[config.mk]
export PLATFORM = sky130hd
export DESIGN_NAME = multu_hilo
export DESIGN_NICKNAME = d
export VERILOG_FILES = /design/src/rtl/multu_hilo.sv
export SDC_FILE = /design/constraint.sdc
export NUM_CORES = 1
export LEC_CHECK = 0
export CAP_MARGIN = 20
export CORE_ASPECT_RATIO = 1.25
export CORE_MARGIN = 2
export CORE_UTILIZATION = 30
export DETAILED_ROUTE_END_ITERATION = 8
export SKIP_LAST_GASP = 1
export SLEW_MARGIN = 40
export SYNTH_ARGS = -nofsm -noshare
export SYNTH_HDL_FRONTEND = slang
export SYNTH_SLANG_ARGS = --single-unit
[constraint.sdc]
create_clock -name clk -period 10 [get_ports clk]
set_input_delay 3 -clock clk [delete_from_list [all_inputs] [get_ports clk]]
set_output_delay 3 -clock clk [all_outputs]
set_load 0.05 [all_outputs]
[src/rtl/multu_hilo.sv]
// Sequential unsigned shift-add multiplier driven by the ALU function-code stream.
// The product is committed into the HI/LO pair only on an explicit commit code after completion.
//
// state | meaning
// IDLE  | waiting for MULTU; HI/LO hold the last committed product
// RUN   | one shift-add iteration per MULTU edge; any other code abandons
// DONE  | product complete, waiting for the HiLo-open code to commit
module multu_hilo #(
  parameter int          WIDTH      = 32,
  parameter logic [5:0]  MULTU_CODE = 6'b011001,
  parameter logic [5:0]  HILO_CODE  = 6'b111111
) (
  input  logic             clk,
  input  logic             reset,
  input  logic [5:0]       Signal,
  input  logic [WIDTH-1:0] dataA,
  input  logic [WIDTH-1:0] dataB,
  output logic [WIDTH-1:0] hi,
  output logic [WIDTH-1:0] lo,
  output logic             busy,
  output logic             ready,
  output logic             abort
);

  typedef enum logic [1:0] {
    IDLE = 2'd0,
    RUN  = 2'd1,
    DONE = 2'd2
  } state_t;

  localparam logic [5:0] LAST_STEP = 6'(WIDTH);

  state_t             state_q, state_d;
  logic [2*WIDTH-1:0] mcand_q, mcand_d;
  logic [WIDTH-1:0]   mplier_q, mplier_d;
  logic [2*WIDTH-1:0] prod_q, prod_d;
  logic [5:0]         step_q, step_d;
  logic [WIDTH-1:0]   hi_q, hi_d;
  logic [WIDTH-1:0]   lo_q, lo_d;
  logic               abort_q, abort_d;

  always_ff @(posedge clk or posedge reset) begin
    if (reset) begin
      state_q  <= IDLE;
      mcand_q  <= '0;
      mplier_q <= '0;
      prod_q   <= '0;
      step_q   <= '0;
      hi_q     <= '0;
      lo_q     <= '0;
      abort_q  <= 1'b0;
    end else begin
      state_q  <= state_d;
      mcand_q  <= mcand_d;
      mplier_q <= mplier_d;
      prod_q   <= prod_d;
      step_q   <= step_d;
      hi_q     <= hi_d;
      lo_q     <= lo_d;
      abort_q  <= abort_d;
    end
  end

  always_comb begin
    state_d  = state_q;
    mcand_d  = mcand_q;
    mplier_d = mplier_q;
    prod_d   = prod_q;
    step_d   = step_q;
    hi_d     = hi_q;
    lo_d     = lo_q;
    abort_d  = 1'b0;

    case (state_q)
      IDLE: begin
        if (Signal == MULTU_CODE) begin
          // The load edge also performs the first iteration.
          prod_d   = dataB[0] ? {{WIDTH{1'b0}}, dataA} : '0;
          mcand_d  = {{WIDTH{1'b0}}, dataA} << 1;
          mplier_d = dataB >> 1;
          step_d   = 6'd1;
          state_d  = RUN;
        end
      end
      RUN: begin
        if (Signal == MULTU_CODE) begin
          prod_d   = prod_q + (mplier_q[0] ? mcand_q : '0);
          mcand_d  = mcand_q << 1;
          mplier_d = mplier_q >> 1;
          step_d   = step_q + 6'd1;
          if (step_q + 6'd1 == LAST_STEP)
            state_d = DONE;
        end else begin
          state_d = IDLE;
          abort_d = 1'b1;
        end
      end
      DONE: begin
        if (Signal == HILO_CODE) begin
          hi_d    = prod_q[2*WIDTH-1:WIDTH];
          lo_d    = prod_q[WIDTH-1:0];
          state_d = IDLE;
        end
      end
      default: state_d = IDLE;
    endcase

    // A corrupted step counter cannot be trusted; recover to IDLE.
    if (step_q > LAST_STEP)
      state_d = IDLE;
  end

  assign hi    = hi_q;
  assign lo    = lo_q;
  assign busy  = (state_q == RUN);
  assign ready = (state_q == DONE);
  assign abort = abort_q;

endmodule
======== After elaboration in Yosys (flattened, before gate mapping) ========
Cells that the tools add are included.
storage, ports and cells
  logic and storage cells ................. 48
  latch bits .............................. 0
  ROM bits ................................ 0
  register bits after elaboration ......... 233
  input port bits ......................... 72
  memories kept ........................... 0
  RAM bits ................................ 0
cells by class
  eq/ne operators ......................... 10
  reduce and logical (&&, ||, !) cells .... 5
  multipliers ............................. 0
  mux-type cells .......................... 22
  div/mod/pow operators ................... 0
  $add $sub $neg .......................... 2
  magnitude comparators ................... 1
  bitwise logic cells ..................... 0
  shift-type cells ........................ 0
operators by type and width
  kind                   number
  $mux W64               5
  $pmux W64 S2           2
  $mux W32               3
  $add A64 B64 Y64       1
  $pmux W32 S2           1
  $eq A6 B6 Y1 const B   2
  $mux W6                2
  $pmux W6 S2            1
  $mux W2                5
  $add A6 B1 Y6 const B  1
  $eq A6 B5 Y1 const B   1
  $gt A6 B6 Y1 const B   1
  $pmux W2 S3            1
  $reduce_and A3 Y1      2
  $ne A4 B2 Y1 const B   1
  $ne A3 B1 Y1 const B   1
  $ne A3 B3 Y1 const B   1
  $eq A2 B1 Y1 const B   1
  $eq A2 B2 Y1 const B   1
  $logic_not A2 Y1       1
  $mux W1                2
  $ne A2 B1 Y1 const B   1
  $ne A2 B2 Y1 const B   1
  $reduce_and A2 Y1      1
  $reduce_bool A2 Y1     1

======== Longest topological paths before layout ========
Gate-level depths: netlist (run 1).
  depth in word-level cells ............... 6
  depth in mapped cells ................... 15
  depth with buffers taken out ............ 14

======== Worst setup path after synthesis (run 1) ========
No wires, ideal clock.
  kind .................................... input to register
  start ................................... input port Signal[4]
  end ..................................... register hi_q[0], in the netlist hi[0]
  required time ........................... 9875 ps
  setup slack ............................. 5368 ps
  data arrival time ....................... 4507 ps
  path buffers ............................ 2
  stages .................................. 6
  cell sequence ........................... and3_1 nand4_1 nor3b_1 clkbuf_1 clkbuf_1 mux2_2
on the way
  longest elaborated chain between the ends .. 2
RTL lines
  item                         line  RTL
  from (decl)                  15    input logic [5:0] Signal,
  $eq A6 B6 Y1                 99    if (Signal == HILO_CODE) begin
  $reduce_and A2 Y1 (no line)  n/a
  to (signal assigned)         58    hi_q <= hi_d;
  to (decl)                    38    logic [WIDTH-1:0] hi_q, hi_d;
No other way between the ends.
A chain may end at the register's enable or synchronous reset.

======== Worst setup path after layout (run 1) ========
  start ................................... register state_q[0]
  end ..................................... output port busy
on the way
  longest elaborated chain between the ends .. 1
RTL lines
  item                    line  RTL
  from (decl)             33    state_t state_q, state_d;
  from (signal assigned)  53    state_q <= state_d;
  $eq A2 B1 Y1            115   assign busy = (state_q == RUN);
  to (decl)               20    output logic busy,
No other way between the ends.

==> results_dict.tcl, run 1 <==
set metrics [dict create \
    fin_nets 1686 \
    power.share.clock_pct 41.3 \
    synth_seq_cells 231 \
    synth_top_area_cell "dfrtp_1" \
    finalCritPeriodShare_pct 56.05 \
    drive_gt1_share_pct 9.114 \
    report.final.slew_viol_count 0 \
    worstMarginPinSlew_ps 826.4 \
    final_cells 2141 \
    place_inst 2093 \
    wl_per_cell_um 16.90 \
    finalSetupViolCount 0 \
    critPathLaunchType "register" \
    cp-end-kind "output port" \
    status "complete, no violations" \
    dominantRegCellSynth "dfrtp_1" \
    clkLatencyLatePin_ps 540 \
    whs_ps 467.1 \
    path_clk_slew_ps 60 \
    clock_sinks 231 \
    critPathBufInv 2 \
    cts_tree "yes" \
    hold_path.class "register to register" \
    max_freq_mhz 178.4 \
    chipHeight_um 241.0 \
    min_to "mcand_q[63]" \
    grt_overflow 0 \
    cts_hold_buf 0 \
    power_switching_mw 0.6835 \
    reg2reg_from "mplier_q[0]" \
    crit_type "register to output port" \
    dieArea_mm2 0.04667 \
    seq_area_frac_synth_pct 42.87 \
    max-cap-violations 0 \
    post-dp-hpwl_mm 25.66 \
    synth_async_sr_flop_share_pct 100.0 \
    area_delta_synth_final_pct 21.03 \
    required_ps 7000 \
    min_from "mcand_q[63]" \
    slowest_stage "clkdlybuf4s50_1" \
    cts_buffers 26 \
    place.gp.congestion 0.8816 \
    ys_top_cells_by_area "dfrtp_1, nand2_1, ha_1" \
    path_depth 3 \
    syn_area_mm2 0.01348 \
    whs_path_depth 2 \
    grt_pass1_wl_mm 59.44 \
    synth.avg_cell_area_um2 9.203 \
    drt_first_pass_iters 5 \
    ant_nets 0 \
    max_stage_delay_ps 810 \
    die_w_um 193.6 \
    drc 0 \
    portBuffers 138 \
    powerDensity_mw_per_mm2 151.7 \
    grt_max_degree 89 \
    r2r_cells 13 \
    rsz0062_at_grt "false" \
    r2r-end "prod_q[61]" \
    cts_setup_buffers 0 \
    cp_top_family "buffers and inverters" \
    initial_core_util_pct 30.49 \
    wl_mm 36.18 \
    path_cells "nand2b_4 > inv_1 > clkdlybuf4s50_1" \
    yosys.area.top_type_share_pct 42.87 \
    core_area_mm2 0.04422 \
    swShare_pct 27.60 \
    synth_edf_count 0 \
    synthDistinctLibCells 73 \
    finalClockSkew_ps 15.95 \
    vias 10920 \
    viasPerCell 5.099 \
    cts_resized 0 \
    path_max_fanout 32 \
    finalHoldViolCount 0 \
    cts_root_buffer "clkbuf_16" \
    ir_worst_vdd_v 0.0001064 \
    finalSetupTns_ps 0 \
    p_leak_nw 7.408 \
    post-route-min-period_ps 5605 \
    comb_power_share_pct 14.9 \
    grt_use_total_pct 15.43 \
    row_count 86 \
    first_global_vias 11220 \
    htreeDepth 1 \
    drt_iter0_markers 670 \
    seq_power_share_pct 43.9 \
    synth.net_count 1602 \
    clockBufferDepth 3 \
    synth_warnings 0 \
    antenna_found_initial 0 \
    p_int_mw 1.793 \
    synthesis.instances 1465 \
    slew_headroom_pct 44.91 \
    ios 139 \
    rrSetupSlack_ps 5490 \
    worst_ep_arrival_time_ps 2600 \
    diodes 0 \
]
synth_stat cells (7+ instances only):
master      n
nor3_1     13
ha_1       64
inv_1      19
a221oi_1   29
o21a_1      9
and2_1     65
nand3_1    55
mux2i_1    63
and3_1      7
xnor2_1    38
a21o_1     18
buf_2       9
clkbuf_1   77
o21ai_1    19
dfrtp_1   231
nor2b_1    10
mux2_2     64
a21oi_1    84
o21ai_0   123
o21bai_1   11
nor2_1     98
a211oi_1    8
xor2_1     18
nand4_1    18
nand2_1   226
flip-flops by register name, indices dropped and copies added, names as in the netlist:
signal,count
mcand_q,63
step_q,6
mplier_q,31
hi,32
prod_q,64
lo,32
abort,1
state_q,2
placed cells by master, fill, tap and decap left out, types with 11 or more instances in the layout:
| cell type | n |
|---|---|
| xor2_1 | 18 |
| mux2i_1 | 63 |
| nand3_1 | 55 |
| mux2_2 | 64 |
| o21ai_1 | 19 |
| a21o_1 | 18 |
| ha_1 | 64 |
| and2_1 | 65 |
| dfrtp_1 | 230 |
| inv_1 | 18 |
| xnor2_1 | 38 |
| a221oi_1 | 29 |
| nor3_1 | 13 |
| nand2_1 | 225 |
| o21ai_0 | 123 |
| a21oi_1 | 84 |
| nand4_1 | 18 |
| clkdlybuf4s50_1 | 138 |
| o21bai_1 | 11 |
| nor2_1 | 97 |
| clkbuf_16 | 27 |
area by class of cell:
type	instances	area [um^2]
Clock buffer	39	790.8
Tap cell	572	715.7
Multi-Input combinational cell	1120	7288
Timing Repair Buffer	150	1526
Fill cell	4447	27910
Sequential cell	231	5784
Clock inverter	9	130.1
Inverter	20	82.58
power by group through the flow:
stage	Sequential (mW)	Combinational [mW]	Clock, mW
4_1_cts	1.09	0.370	1.05
3_3_place_gp	1.10	0.358	0
3_5_place_dp	1.10	0.368	0
6_report	1.09	0.368	1.02
5_1_grt	1.10	0.418	1.10
2_1_floorplan	1.07	0.269	0
layer usage:
| metal | GRT usage [%] | routed length (um) | share of wire, % |
|---|---|---|---|
| met4 | 4.881 | 887 | 2.5 |
| met5 | 0 | 0 | 0 |
| met1 | 19.03 | 15420 | 43 |
| met2 | 27.42 | 18050 | 50 |
| met3 | 2.697 | 1822 | 5.0 |
worst max path at each step:
stage,startpoint,endpoint
6_report,state_q[0],busy
5_1_grt,state_q[0],busy
4_1_cts,state_q[0],busy
3_5_place_dp,Signal[1],prod_q[61]
3_3_place_gp,Signal[1],prod_q[60]
2_1_floorplan,reset,abort
logic make-up after synthesis:
| logic type | Yosys count | synth area share [%] |
|---|---|---|
| flops | 231 | 42.87 |
| compound gates | 352 | 16.36 |
| xor+xnor | 56 | 3.638 |
| mux | 128 | 10.11 |
| fa+ha+maj | 65 | 6.088 |
| buf+inv | 114 | 3.313 |
| simple gates | 519 | 17.62 |
through the flow:
step	setup WS (ps)	instance area, um^2	total power [mW]	utilization, %
floorplan	667.1	13480	1.342	-
global placement	3686	15300	1.459	34.61
global route	4256	16320	2.614	36.90
detailed placement	4484	15400	1.472	34.82
CTS	4364	16320	2.510	36.90
finish	4395	16320	2.476	36.90
worst register-to-register path, cell delays in order, from the launching register on:
cell and delay [ps]:
dfrtp_1 800, and2_1 230, ha_1 170, inv_1 60
fa_1 410, nor2b_1 190, o2111ai_1 150, a211oi_1 650
o21ai_1 240, a21oi_1 410, o21ai_1 250, nor4b_1 450
nor4_1 140, a211o_1 270
No activity file was read; power rests on OpenSTA's default activity.
==> inputs of run 2 (changes only) <==
==> constraint.sdc (replaced) <==
create_clock -name clk -period 5.7 [get_ports clk]
set_input_delay 1.71 -clock clk [delete_from_list [all_inputs] [get_ports clk]]
set_output_delay 1.71 -clock clk [all_outputs]
set_load 0.05 [all_outputs]
==> run 2 against run 1 <==
Critical path depth up 1. Count of clock-buffer cells in the layout is the same. Clock skew decreased by 1.4 ps. Worst hold slack improved by 1.2 ps. Non-clock buffer count is 6 higher. Clock power grew 69%. Worst setup slack got worse by 3200 ps. Flip-flop and latch count is the same. Global-route usage shrank 0.19 points. Final cell count hardly changed. Via count decreased by 0.29%. Critical path type unchanged. Highest routed layer unchanged.
==> results_dict.tcl, run 2 (synthesis results as in run 1) <==
set metrics [dict create \
    wl_mm 35.71 \
    drive_gt1_share_pct 9.102 \
    crit_type "register to output port" \
    rsz0062_at_grt "false" \
    clkLatencyLatePin_ps 550 \
    ant_nets 0 \
    grt_use_total_pct 15.24 \
    post-route-min-period_ps 4523 \
    wl_per_cell_um 16.66 \
    report.final.slew_viol_count 0 \
    finalCritPeriodShare_pct 79.36 \
    path_max_fanout 61 \
    min_to "mcand_q[63]" \
    cts_hold_buf 0 \
    mostFrequentLayoutCell "dfrtp_1" \
    grt_overflow 0 \
    portBuffers 138 \
    cts_setup_buffers 0 \
    initial_core_util_pct 30.49 \
    fin_area_mm2 0.01635 \
    post-dp-hpwl_mm 25.91 \
    path_depth 4 \
    area_delta_synth_final_pct 21.23 \
    cts_root_buffer "clkbuf_16" \
    vias 10890 \
    clock_sinks 231 \
    max_freq_mhz 221.1 \
    chipHeight_um 241.0 \
    core_area_mm2 0.04422 \
    slew_headroom_pct 46.17 \
    final_util_pct 36.96 \
    critPathLaunchType "register" \
    place_inst 2099 \
    layout_common_cells "dfrtp_1, nand2_1, clkdlybuf4s50_1" \
    finalSetupViolCount 0 \
    clockBufferDepth 3 \
    r2r-end "prod_q[63]" \
    cts_buffers 26 \
    placed_area_mm2 0.01548 \
    critPathBufInv 3 \
    max-cap-violations 0 \
    cp-end-kind "output port" \
    finalHoldViolCount 0 \
    hold_path.class "register to register" \
    largest_reg_flops 64 \
    status "complete, no violations" \
    worstMarginPinSlew_ps 807.4 \
    final_cells 2143 \
    reg2reg_from "mplier_q[0]" \
    n_fill_cell 4444 \
    drc 0 \
    finalClockSkew_ps 14.58 \
    dieArea_mm2 0.04667 \
    slowest_stage "dfrtp_4" \
    rrSetupSlack_ps 1630 \
    min_from "mcand_q[63]" \
    ios 139 \
    first_global_vias 11030 \
    place.gp.congestion 0.8756 \
    die_w_um 193.6 \
    regMostFlops "prod_q" \
    cts_resized 0 \
    ir_worst_vdd_v 0.0001895 \
    finalSetupTns_ps 0 \
    antenna_found_initial 0 \
    cts_tree "yes" \
    max_stage_delay_ps 950 \
    htreeDepth 1 \
    r2r_cells 15 \
    drt_first_pass_iters 5 \
    fin_nets 1692 \
    grt_max_degree 96 \
    p_total_mw 4.290 \
    reg_top3 "prod_q x64, mcand_q x63" \
    diodes 0 \
    whs_path_depth 2 \
    viasPerCell 5.080 \
    drt_iter0_markers 544 \
    path_clk_slew_ps 60 \
    path_cells "nand2b_2 > buf_4 > inv_1 > clkdlybuf4s50_1" \
    powerDensity_mw_per_mm2 262.4 \
    cp_top_family "buffers and inverters" \
    grt_pass1_wl_mm 59.01 \
    p_leak_nw 7.415 \
    worst_ep_arrival_time_ps 2810 \
    row_count 86 \
    required_ps 3990 \
]
-- run 2: cell types whose count changed in the layout (fill, tap and decap cells not counted), sizes merged --
cell and change:
buf +6, clkinvlp +2, clkinv -5, bufinv -1
-- run 2: stage by stage --
step           hold WS (ps)  worst slack, ps
6_report              468.3             1177
5_1_grt               501.8             1009
4_1_cts               472.3             1140
3_5_place_dp          458.7             1635
3_3_place_gp          455.5             1597
2_1_floorplan         438.0            968.1
-- run 2: cell type report --
class                   instances  area [um^2]  area share, %
flip-flops and latches        231         5784          35.39
well taps                     572        715.7          4.378
multi-input cells            1120         7281          44.54
inverters                      20        78.83         0.4822
clock inverters                 5        86.33         0.5282
clock buffers                  39        780.7          4.776
repair buffers                156         1619          9.905
-- run 2: routing by layer --
layer	GRT usage (%)	part of all wire [%]	up-vias
met5	0	0	-
met4	4.881	2.5	0
met3	2.739	4.9	57
met2	27.09	50	227
met1	18.72	43	5245
li1	-	-	5357
-- run 2: how the worst max path moves through the flow --
stage / from / to / slack, ps
4_1_cts: state_q[0] / busy / 1140
6_report: state_q[0] / busy / 1180
3_3_place_gp: Signal[4] / mcand_q[32] / 1600
3_5_place_dp: Signal[1] / prod_q[61] / 1640
5_1_grt: state_q[0] / busy / 1010
2_1_floorplan: reset / abort / 970
-- run 2: power breakdown --
group          leakage, nW  switching [mW]  internal, mW
clock                0.418           0.694          1.03
sequential            3.10           0.128          1.78
combinational         3.90           0.378         0.277
total                 7.42            1.20          3.09
-- run 2: worst register-to-register path, cell delays in order (launching register included) --
cell and delay [ps]:
dfrtp_1 550, buf_4 250, and2_1 140, ha_1 150, inv_1 50, fa_1 400
nor2b_1 180, o2111ai_1 140, a211oi_1 620, o21ai_1 270, a21bo_1 250, a21oi_2 190
a21oi_1 100, xor2_1 170, mux2_1 330, a22o_1 180
==> inputs of run 3 (changes only) <==
==> constraint.sdc (replaced) <==
create_clock -name clk -period 4.65 [get_ports clk]
set_input_delay 1.395 -clock clk [delete_from_list [all_inputs] [get_ports clk]]
set_output_delay 1.395 -clock clk [all_outputs]
set_load 0.05 [all_outputs]
==> run 3 against run 2 <==
Largest cell class unchanged. First-iteration DRC count is 12% higher. Sequential share of layout area hardly changed. Via count is essentially flat.
==> results_dict.tcl, run 3 (synthesis results as in run 1) <==
set metrics [dict create \
    n_fill_cell 4441 \
    drc 0 \
    placed_area_mm2 0.01545 \
    max_freq_mhz 258.0 \
    status "complete, no violations" \
    r2r-end "prod_q[61]" \
    slowest_stage "a211oi_1" \
    grtUsageMet2_pct 27.36 \
    min_from "mcand_q[63]" \
    path_max_fanout 37 \
    cp-end-kind "register" \
    p_total_mw 5.256 \
    drive_gt1_share_pct 9.448 \
    critPathLaunchType "register" \
    place.gp.congestion 0.8976 \
    pre_cts_ws_ps 793.4 \
    finalSetupViolCount 0 \
    layout_common_cells "dfrtp_1, nand2_1, clkdlybuf4s50_1" \
    gr-usage-met3_pct 2.515 \
    setup_ws_ps 773.3 \
    wl_mm 35.93 \
    drt_iter0_markers 610 \
    powerDensity_mw_per_mm2 321.7 \
    die_w_um 193.6 \
    ios 139 \
    clockBufferDepth 3 \
    rsz0062_at_grt "false" \
    required_ps 5080 \
    clock_sinks 231 \
    drt_first_pass_iters 5 \
    chipHeight_um 241.0 \
    dieArea_mm2 0.04667 \
    reg2reg_from "mplier_q[0]" \
    max-cap-violations 0 \
    core_area_mm2 0.04422 \
    finalClockSkew_ps 17.36 \
    hold_path.class "register to register" \
    post-dp-hpwl_mm 25.86 \
    clkLatencyLatePin_ps 550 \
    rrSetupSlack_ps 770 \
    regMostFlops "prod_q" \
    p_leak_nw 7.414 \
    grt_pass1_wl_mm 59.15 \
    antenna_found_initial 0 \
    mostFrequentLayoutCell "dfrtp_1" \
    whs_ps 471.5 \
    finalSetupTns_ps 0 \
    area_delta_synth_final_pct 21.17 \
    post-route-min-period_ps 3877 \
    crit_type "register to register" \
    worstMarginPinSlew_ps 779.4 \
    cts_tree "yes" \
    grt_use_total_pct 15.31 \
    report.final.slew_viol_count 0 \
    max_stage_delay_ps 620 \
    r2r_cells 12 \
    critPathMostFrequentCell "o21ai_1" \
    vias 10890 \
    ant_nets 0 \
    path_cells "buf_4 > nand2_1 > fa_1 > nor2b_1 > o2111ai_1 > a211oi_1 > o21ai_1 > a21oi_1 > o21ai_1 > nor4b_1 > nor4_1 > a211o_1" \
    viasPerCell 5.065 \
    worst_ep_arrival_time_ps 4310 \
    cts_resized 0 \
    min_to "mcand_q[63]" \
    row_count 86 \
    busiest_layer "met2" \
    grt_overflow 0 \
    reg_top3 "prod_q x64, mcand_q x63" \
    place_inst 2101 \
    fin_nets 1695 \
    diodes 0 \
    grtUsageMet1_pct 18.58 \
    path_clk_slew_ps 60 \
    finalCritPeriodShare_pct 83.37 \
    cts_buffers 27 \
    whs_path_depth 2 \
    grt_max_degree 79 \
    portBuffers 138 \
    wl_per_cell_um 16.72 \
    fin_area_mm2 0.01634 \
    cts_root_buffer "clkbuf_16" \
    final_util_pct 36.94 \
    htreeDepth 1 \
    largest_reg_flops 64 \
    final_cells 2149 \
    slew_headroom_pct 48.04 \
    initial_core_util_pct 30.49 \
    finalHoldViolCount 0 \
    first_global_vias 11130 \
    cts_setup_buffers 0 \
    ir_worst_vdd_v 0.0002616 \
    cts_hold_buf 0 \
]
[run 3: cell count changes in the layout (fill, tap and decap cells not counted)]
| cell | before | now |
|---|---|---|
| buf_16 | 2 | 0 |
| buf_4 | 11 | 15 |
| clkinv_2 | 0 | 3 |
| clkinv_4 | 0 | 2 |
| inv_8 | 1 | 0 |
| nor2b_2 | 0 | 1 |
| nor2b_4 | 1 | 0 |
[run 3: final cells by class]
cell class                 instances  area [um^2]  area share (%)
sequential                       231         5784           35.41
timing repair buffer             158         1594           9.757
clock inverter                     9        107.6          0.6587
tap                              572        715.7           4.381
multi-input combinational       1120         7276           44.54
inverter                          20        78.83          0.4825
clock buffer                      39        780.7           4.779
[run 3: worst max path at each step]
stage / slack, ps / to / startpoint
after floorplan: 230 / abort / reset
after global placement: 890 / prod_q[63] / mplier_q[0]
after detailed placement: 790 / prod_q[61] / mplier_q[0]
after CTS: 750 / ready / state_q[0]
after global routing: 420 / prod_q[63] / mplier_q[0]
final: 770 / prod_q[61] / mplier_q[0]
[run 3: per-layer routing]
metal,vias up,routed length (um)
met5,-,0
met4,0,1044
met3,55,1617
met2,199,17820
met1,5266,15450
li1,5365,-
[run 3: where the power goes]
group | internal, mW | switching, mW | total, mW | leakage [nW]
clock | 1.27 | 0.856 | 2.13 | 0.431
sequential | 2.18 | 0.146 | 2.33 | 3.10
combinational | 0.336 | 0.462 | 0.798 | 3.88
total | 3.79 | 1.46 | 5.26 | 7.41
[run 3: worst max-delay path, delay by kind of cell, from the launching register on]
kind                     cells  cell delay [ps]
flip-flops                   1              370
AND/OR/NAND/NOR              4              820
adder cells (fa/ha/maj)      1              450
buffers and inverters        1              340
AO/OA/AOI/OAI                6             1790
